**src/rtl/add8_pkg.sv**
```systemverilog
// Shared types, saturation constants and the saturating add8 reference function.
// Used by add8_arb; the ADD8_ARB_STATS_EN build also uses STAT_W.
package add8_pkg;

    localparam logic [7:0] SAT_SPOS = 8'h7F;
    localparam logic [7:0] SAT_SNEG = 8'h80;
    localparam logic [7:0] SAT_U    = 8'hFF;
    localparam int         STAT_W   = 16;

    typedef enum logic {
        EMPTY = 1'b0,
        FULL  = 1'b1
    } out_state_t;

    typedef struct packed {
        logic [3:0] src0;
        logic [3:0] src1;
        logic [3:0] src2;
        logic [2:0] sign;
    } add8_req_t;

    // Returns {sat, result[7:0]}; bit-exact with the add8_comb cell.
    function automatic logic [8:0] add8_sat(input add8_req_t r);
        logic       is_signed;
        logic [7:0] a;
        logic [8:0] a9;
        logic [8:0] b9;
        logic [8:0] sum;
        logic [8:0] res;
        is_signed = |r.sign;
        a         = {r.src1, r.src0};
        a9        = is_signed ? {a[7], a} : {1'b0, a};
        b9        = is_signed ? {{5{r.src2[3]}}, r.src2} : {5'b0, r.src2};
        sum       = a9 + b9;
        if (is_signed) begin
            case (sum[8:7])
                2'b10:   res = {1'b1, SAT_SNEG};
                2'b01:   res = {1'b1, SAT_SPOS};
                default: res = {1'b0, sum[7:0]};
            endcase
        end else begin
            res = sum[8] ? {1'b1, SAT_U} : {1'b0, sum[7:0]};
        end
        return res;
    endfunction

endpackage

```
**src/rtl/add8_arb_rr.sv**
```systemverilog
// Round-robin one-hot arbiter with its own rotating pointer.
// The pointer moves past the winner only when a grant is actually issued.
module rr_arb_onehot #(
    parameter int N  = 4,
    parameter int IW = $clog2(N)
) (
    input  logic          clk,
    input  logic          rst,
    input  logic [N-1:0]  req,
    input  logic          advance,
    output logic [N-1:0]  grant,
    output logic [IW-1:0] grant_id
);

    logic [IW-1:0] ptr;
    logic [IW-1:0] idx;
    logic          found;

    // Scan upward from the pointer with wrap; first valid requester wins.
    always_comb begin
        grant    = '0;
        grant_id = '0;
        found    = 1'b0;
        idx      = '0;
        for (int i = 0; i < N; i++) begin
            idx = IW'((int'(ptr) + i) % N);
            if (advance && !found && req[idx]) begin
                found      = 1'b1;
                grant[idx] = 1'b1;
                grant_id   = idx;
            end
        end
    end

    always_ff @(posedge clk) begin
        if (rst) begin
            ptr <= '0;
        end else if (found) begin
            ptr <= (grant_id == IW'(N - 1)) ? '0 : grant_id + IW'(1);
        end
    end

endmodule

```
**src/rtl/add8_arb.sv**
```systemverilog
// Round-robin arbiter sharing one saturating add8 datapath among NREQ requesters.
// Optional statistics counters are enabled with the ADD8_ARB_STATS_EN macro.
module add8_arb
    import add8_pkg::*;
#(
    parameter int NREQ = 4,
    parameter int IDW  = $clog2(NREQ)
) (
    input  logic              clk,
    input  logic              rst,
    input  logic [NREQ-1:0]   req_valid,
    output logic [NREQ-1:0]   req_ready,
    input  logic [4*NREQ-1:0] req_src0,
    input  logic [4*NREQ-1:0] req_src1,
    input  logic [4*NREQ-1:0] req_src2,
    input  logic [3*NREQ-1:0] req_sign,
    output logic              rsp_valid,
    input  logic              rsp_ready,
    output logic [IDW-1:0]    rsp_id,
    output logic [3:0]        rsp_dst0,
    output logic [3:0]        rsp_dst1,
    output logic              rsp_sat
`ifdef ADD8_ARB_STATS_EN
    ,
    input  logic              stat_clr,
    output logic [STAT_W-1:0] stat_sat_cnt,
    output logic [STAT_W-1:0] stat_op_cnt
`endif
);

    out_state_t      state;
    logic            can_issue;
    logic            advance;
    logic            granted;
    logic [NREQ-1:0] grant;
    logic [IDW-1:0]  grant_id;
    add8_req_t       sel;
    logic [8:0]      res;

    // A held result blocks new grants until downstream takes it.
    assign can_issue = (state == EMPTY) || rsp_ready;
    assign advance   = can_issue && !rst;
    assign granted   = |grant;
    assign req_ready = grant;
    assign rsp_valid = (state == FULL);

    rr_arb_onehot #(
        .N  (NREQ),
        .IW (IDW)
    ) u_rr (
        .clk      (clk),
        .rst      (rst),
        .req      (req_valid),
        .advance  (advance),
        .grant    (grant),
        .grant_id (grant_id)
    );

    always_comb begin
        sel = '0;
        for (int i = 0; i < NREQ; i++) begin
            if (grant[i]) begin
                sel.src0 = req_src0[4*i +: 4];
                sel.src1 = req_src1[4*i +: 4];
                sel.src2 = req_src2[4*i +: 4];
                sel.sign = req_sign[3*i +: 3];
            end
        end
    end

    assign res = add8_sat(sel);

    always_ff @(posedge clk) begin
        if (rst) begin
            state    <= EMPTY;
            rsp_id   <= '0;
            rsp_dst0 <= '0;
            rsp_dst1 <= '0;
            rsp_sat  <= 1'b0;
        end else if (can_issue) begin
            if (granted) begin
                state    <= FULL;
                rsp_id   <= grant_id;
                rsp_dst0 <= res[3:0];
                rsp_dst1 <= res[7:4];
                rsp_sat  <= res[8];
            end else begin
                state    <= EMPTY;
            end
        end
    end

`ifdef ADD8_ARB_STATS_EN
    // Clear wins over a same-cycle increment; both counters stick at all-ones.
    always_ff @(posedge clk) begin
        if (rst || stat_clr) begin
            stat_sat_cnt <= '0;
            stat_op_cnt  <= '0;
        end else if (granted) begin
            if (stat_op_cnt != '1)
                stat_op_cnt <= stat_op_cnt + STAT_W'(1);
            if (res[8] && stat_sat_cnt != '1)
                stat_sat_cnt <= stat_sat_cnt + STAT_W'(1);
        end
    end
`endif

endmodule

```
**config.mk**
```make
export PLATFORM = sky130hd
export DESIGN_NAME = add8_arb
export DESIGN_NICKNAME = d
export VERILOG_FILES = /design/src/rtl/add8_pkg.sv /design/src/rtl/add8_arb_rr.sv /design/src/rtl/add8_arb.sv
export SDC_FILE = /design/constraint.sdc
export NUM_CORES = 1
export LEC_CHECK = 0
export ABC_AREA = 1
export BUFFER_PORTS_ARGS = -buffer_cell sky130_fd_sc_hd__buf_2
export CORE_ASPECT_RATIO = 0.9
export CORE_MARGIN = 2
export CORE_UTILIZATION = 38
export DETAILED_ROUTE_END_ITERATION = 12
export GPL_TIMING_DRIVEN = 0
export PLACE_DENSITY = 0.68
export SLEW_MARGIN = 20
export SYNTH_ARGS = -nofsm -noshare
export SYNTH_HDL_FRONTEND = slang
export SYNTH_SLANG_ARGS = --single-unit
```
**constraint.sdc**
```tcl
create_clock -name clk -period 5.6 [get_ports clk]
set_clock_uncertainty 0.2 [all_clocks]
set_input_delay 0.28 -clock clk [delete_from_list [all_inputs] [get_ports clk]]
set_output_delay 0.28 -clock clk [all_outputs]
set_load 0.03 [all_outputs]
```
=== Yosys cells after proc, flatten, opt, wreduce, memory -nomap -nowiden ===
Index checks and enable logic that the tools add are counted.
W data, S select, Z words.

* Register bits after elaboration: 14
* Input port bits: 67

* Add/subtract/negate cells: 5
* Order comparisons: 8
* Eq/ne operators: 3
* Multiplexer cells: 39
* Bitwise gates (word level): 4
* Reduce and logical (&&, ||, !) cells: 20

{| class="wikitable"
|+ Operator list
! cell !! count
|-
| $mux W15 || 4
|-
| $mux W9 || 4
|-
| $pmux W9 S2 || 1
|-
| $mux W4 || 4
|-
| $mux W1 || 13
|-
| $logic_and A1 B1 Y1 || 12
|-
| $lt A2 B3 Y1 const B || 4
|-
| $or A4 B4 Y4 || 3
|-
| $mux W2 || 5
|-
| $add A9 B9 Y9 || 1
|-
| $bmux W1 S2 || 4
|-
| $demux W1 S2 || 4
|-
| $ge A2 B1 Y1 const B || 4
|-
| $add A2 B1 Y2 const B || 2
|-
| $add A2 B2 Y2 const B || 2
|-
| $eq A2 B2 Y1 const B || 2
|-
| $logic_not A1 Y1 || 4
|-
| $reduce_or A4 Y1 || 1
|-
| $reduce_or A3 Y1 || 1
|-
| $eq A2 B1 Y1 const B || 1
|-
| $reduce_and A2 Y1 || 1
|-
| $logic_or A1 B1 Y1 || 1
|-
| $not A1 Y1 || 1
|}

=== Logic depth before layout (Yosys ltp) ===
* Depth after elaboration: 27
* Mapped depth: 35
* Depth with buffers taken out: 32

=== By module ===
From an unflattened synthesis, not the netlist that was laid out.

* Cells, all modules: 325
* Area, all modules: 1,968.1 sq um

{| class="wikitable"
|+ Modules (own cells, without submodules)
! module !! instances !! cells each !! area each (sq um) !! seq. area each (sq um)
|-
| add8_arb || 1 || 230 || 1,368.8 || 240.2
|-
| rr_arb_onehot || 1 || 95 || 599.3 || 40.0
|}

=== Worst setup path after synthesis ===
OpenSTA, ideal clock, no wires.

* Kind: reg-to-reg
* Start: register u_rr.ptr[1]
* End: register rsp_dst1[2]
* Setup time: 0.062 ns
* Arrival time: 4.430 ns
* Data required time: 5.338 ns
* Path slack: 0.908 ns
* Stages on the path, launching flop included: 34
* Cells stage by stage: dfxtp_1 > inv_1 > ha_1 > inv_1 > nand3_1 > nand3_2 > nand2_2 > nor2_4 > nand2_2 > inv_2 > nand2_2 > nand2_4 > buf_4 > inv_1 > buf_2 > nor2_1 > a21oi_1 > ha_1 > a21oi_1 > nand2_1 > a21oi_1 > nand2_1 > nand2_1 > nor2_2 > a21oi_1 > o21ai_2 > xor2_1 > inv_1 > ha_1 > nor2_1 > inv_1 > o21ai_4 > nor2_2 > nor2_2

{| class="wikitable"
|+ RTL lines
! what !! line !! text
|-
| start, declared || add8_arb_rr.sv:15 || <nowiki>logic [IW-1:0] ptr;</nowiki>
|-
| start signal, assigned || add8_arb_rr.sv:39 || <nowiki>ptr <= (grant_id == IW'(N - 1)) ? '0 : grant_id + IW'(1);</nowiki>
|-
| parallel branches: the longest is 15 deep, another holds $lt A2 B3 Y1 || -- ||
|-
| $mux W4 * || add8_arb_rr.sv:27 || <nowiki>if (advance && !found && req[idx]) begin</nowiki>
|-
| named net req_ready[3] || add8_arb.sv:12 || <nowiki>output logic [NREQ-1:0] req_ready,</nowiki>
|-
| $mux W15 || add8_arb.sv:62 || <nowiki>if (grant[i]) begin</nowiki>
|-
| $reduce_or A3 Y1 || add8_pkg.sv:30 || <nowiki>is_signed = |r.sign;</nowiki>
|-
| $mux W9, on equally long branches || add8_pkg.sv:33, add8_pkg.sv:32 ||
|-
| $add A9 B9 Y9 || add8_pkg.sv:34 || <nowiki>sum = a9 + b9;</nowiki>
|-
| $eq A2 B1 Y1 or $eq A2 B2 Y1 (tied branches) || add8_pkg.sv:36 || <nowiki>case (sum[8:7])</nowiki>
|-
| $pmux W9 S2 || add8_pkg.sv:36 ||
|-
| $mux W9 || add8_pkg.sv:35 || <nowiki>if (is_signed) begin</nowiki>
|-
| end signal, assigned || add8_arb.sv:85 || <nowiki>rsp_dst1 <= res[7:4];</nowiki>
|-
| end, declared || add8_arb.sv:21 || <nowiki>output logic [3:0] rsp_dst1,</nowiki>
|}

Mark *: on every way through the listed nets, which the timed path passes. The select of a mux whose other input is x is not followed.
A chain may end at the register's enable or synchronous reset.

==> metrics.txt <==
DP HPWL=4760 um; Async SR Flop Fraction=0; hold_sp=rst; Final min period=5.09 ns; largest family of logic cells by synthesized area=simple AND/OR/NAND/NOR gates; Worst Path Arrival=5.07 ns; CP max-delay cell=dfxtp_2; fin crit share=0.909; RSZ-0062 raised after global routing=false; DR top layer=met4; type of the tightest min-delay check=input pin to register; DRT Wirelength=5770 um; Die X=approximately 84 um; initial antenna violation count=0; Critical Path Start Type=register; row cnt=26; fin worst setup slack=a little over 0.5 ns; Hold Crit Endpoint=rsp_dst1[3]$_SDFFE_PP0P_; post-synthesis cell type count=42; First DRT Iteration DRCs=89; Chip Height=76.3 um; most frequent cells in the layout=84 x buf_2, 73 x nand2_1, 32 x inv_1, 31 x nand3_1, 26 x nor2_1; largest net degree at the start of global routing=11; Detail Route Antenna Nets=0; fmax=~200 MHz; via count=2,431; nets@finish=516; Crit. End Element=register; Cells after Synth=342; first-pass GRT wire length=between 10,000 and 15,000 um; clock root buffer=clkbuf_8; wire per inst=11.5 um; Seq/Total Area, Yosys=0.127; PortBufs=82; status=finished clean; Num CTS Buffers=3; mapped cell area=0.00221 mm2; post-synthesis compound-gate area fraction=0.198; met3 WL=between 400 and 500 um; Placement Setup Slack=0.306 ns; DIE AREA=approximately 0.0064 mm2; Main synth FF type=dfxtp_1; met2 wire len=2500 um; gr ovfl total=0; clock latency on the worst-skew pair=0.24 ns; number of global-route vias before repair=2,287; Fillers=590; most common cell after layout, fill and taps aside=buf_2; CTS sink count=14; FF-to-FF path depth=34; Worst Tran Pin Value=0.412 ns; Setup-failing EPs final=0; reg-to-reg slack, setup=around 0.51 ns; H-Tree Depth=1; Req. time, crit path=about 5.6 ns; Area Overhead vs Synth=26.1%; Post-Synth Adder-Cell Area=0.0998; hold depth=2; max cap viols=0; vias per cell=4.86; Slew Limit Headroom=0.725; CP Max Fanout=10; Longest Clk Path Bufs=2; GP Congestion=0.858; multi-input logic area=about 0.0017 mm2; Final Hold Violating Endpoints=0; EDFF count, synth=0; GRT Total Usage=0.181; Post-Synth XOR/XNOR Area=0.0159; setup_tns=0 ns; I/O pin count=83; simple-gate area share of the yosys netlist=0.446; Crit Path Category=register to register; DRT Pass-1 Iters=4; Ant. Diodes=0; synth warn=0; synthesized net count=426; CTS tree=built; layout cell share with drive strength beyond 1=0.386; Initial Util=0.392; post-synthesis register bit count=14; core box area=~0.0056 mm2; DRC violations left=0; syn avg cell area=~6.5 um2; FF+latch area=285 um2; slowest cell delay on critical path=between 0.3 and 0.4 ns; CTS clk-pin slew, worst paths=0.06 ns; Final Max Tran Viols=0; DRT met1 WL=2840 um; post-synthesis mux area share=0; r2r endpoint=rsp_dst1[2]$_SDFFE_PP0P_
how the worst max path moves through the flow:
stage / end / slack (ns) / cells past startpoint
floorplan: rsp_dst1[2]$_SDFFE_PP0P_ / 0.91 / 33
global route: rsp_dst1[2]$_SDFFE_PP0P_ / 0.02 / 34
finish: rsp_dst1[2]$_SDFFE_PP0P_ / 0.51 / 34
CTS: rsp_dst1[2]$_SDFFE_PP0P_ / 0.28 / 33
global placement: rsp_dst1[2]$_SDFFE_PP0P_ / 0.38 / 32
detailed placement: rsp_dst1[2]$_SDFFE_PP0P_ / 0.31 / 33
worst max-delay path: cells and delay by family (launching register included):
kind / cells / cell delay [ns]
AO/OA/AOI/OAI: 6 / 0.84
adder cells (fa/ha/maj): 3 / 0.97
flip-flops: 1 / 0.38
buffers and inverters: 9 / 1.04
AND/OR/NAND/NOR: 15 / 1.42
XOR/XNOR: 1 / 0.18
registers in the layout, indices dropped and copies added, names as in the netlist, named ones only:
signal and flops:
rsp_dst0 4, rsp_valid 1, rsp_dst1 4, u_rr.ptr 1, rsp_sat 1, rsp_id 2
logic make-up after synthesis:
group,count (synthesis)
adders and majority gates,17
and+or+nand+nor,185
AOI/OAI and AO/OA,69
DFF,14
xor gates and xnor gates,4
buffers and inverters,53
through the flow:
| stage | area (um2) | util | hold slack, ns | instances |
|---|---|---|---|---|
| after floorplan | 2210 | - | 0.149 | 342 |
| after detailed placement | 2710 | 0.481 | 0.257 | 494 |
| after global placement | 2710 | 0.481 | 0.260 | 494 |
| after global routing | 2780 | 0.495 | 0.0951 | 500 |
| after CTS | 2750 | 0.488 | 0.0833 | 497 |
| final | 2780 | 0.495 | 0.0871 | 500 |
area by class of cell:
type / count / area share
Buffer: 11 / 0.0306
Clock buffer: 3 / 0.0148
Inverter: 42 / 0.0607
Multi-Input combinational cell: 275 / 0.604
Sequential cell: 14 / 0.102
Tap cell: 70 / 0.0315
Timing Repair Buffer: 85 / 0.156
cells in the mapped netlist, types with 4 or more instances:
cell | n | area (um2)
nand2_2 | 13 | 81.3
nor2_2 | 10 | 62.6
inv_2 | 5 | 18.8
buf_6 | 4 | 45.0
nand3_2 | 7 | 70.1
inv_1 | 34 | 128
nor2_1 | 27 | 101
nand3_1 | 31 | 155
xor2_1 | 4 | 35.0
a21oi_1 | 26 | 130
ha_1 | 16 | 200
o21bai_2 | 6 | 67.6
dfxtp_1 | 14 | 280
o21ai_0 | 21 | 105
a31oi_1 | 4 | 25.0
nand2_4 | 8 | 90.1
nand2_1 | 73 | 274
repair_timing:
item	4_1_cts	5_1_grt
hold endpoints to repair	0	0
gates resized for setup	0	7
endpoints found under the setup margin	0	8
setup buffers	0	3
hold buffers	0	0
layer usage:
layer	track usage	vias to the layer above
met1	0.253	1057
met4	0.0349	0
li1	-	1297
met2	0.298	75
met5	0	-
met3	0.0238	2
Power is not shown: default switching activity piles up to over one toggle a cycle in this logic, so the estimate is an artifact.
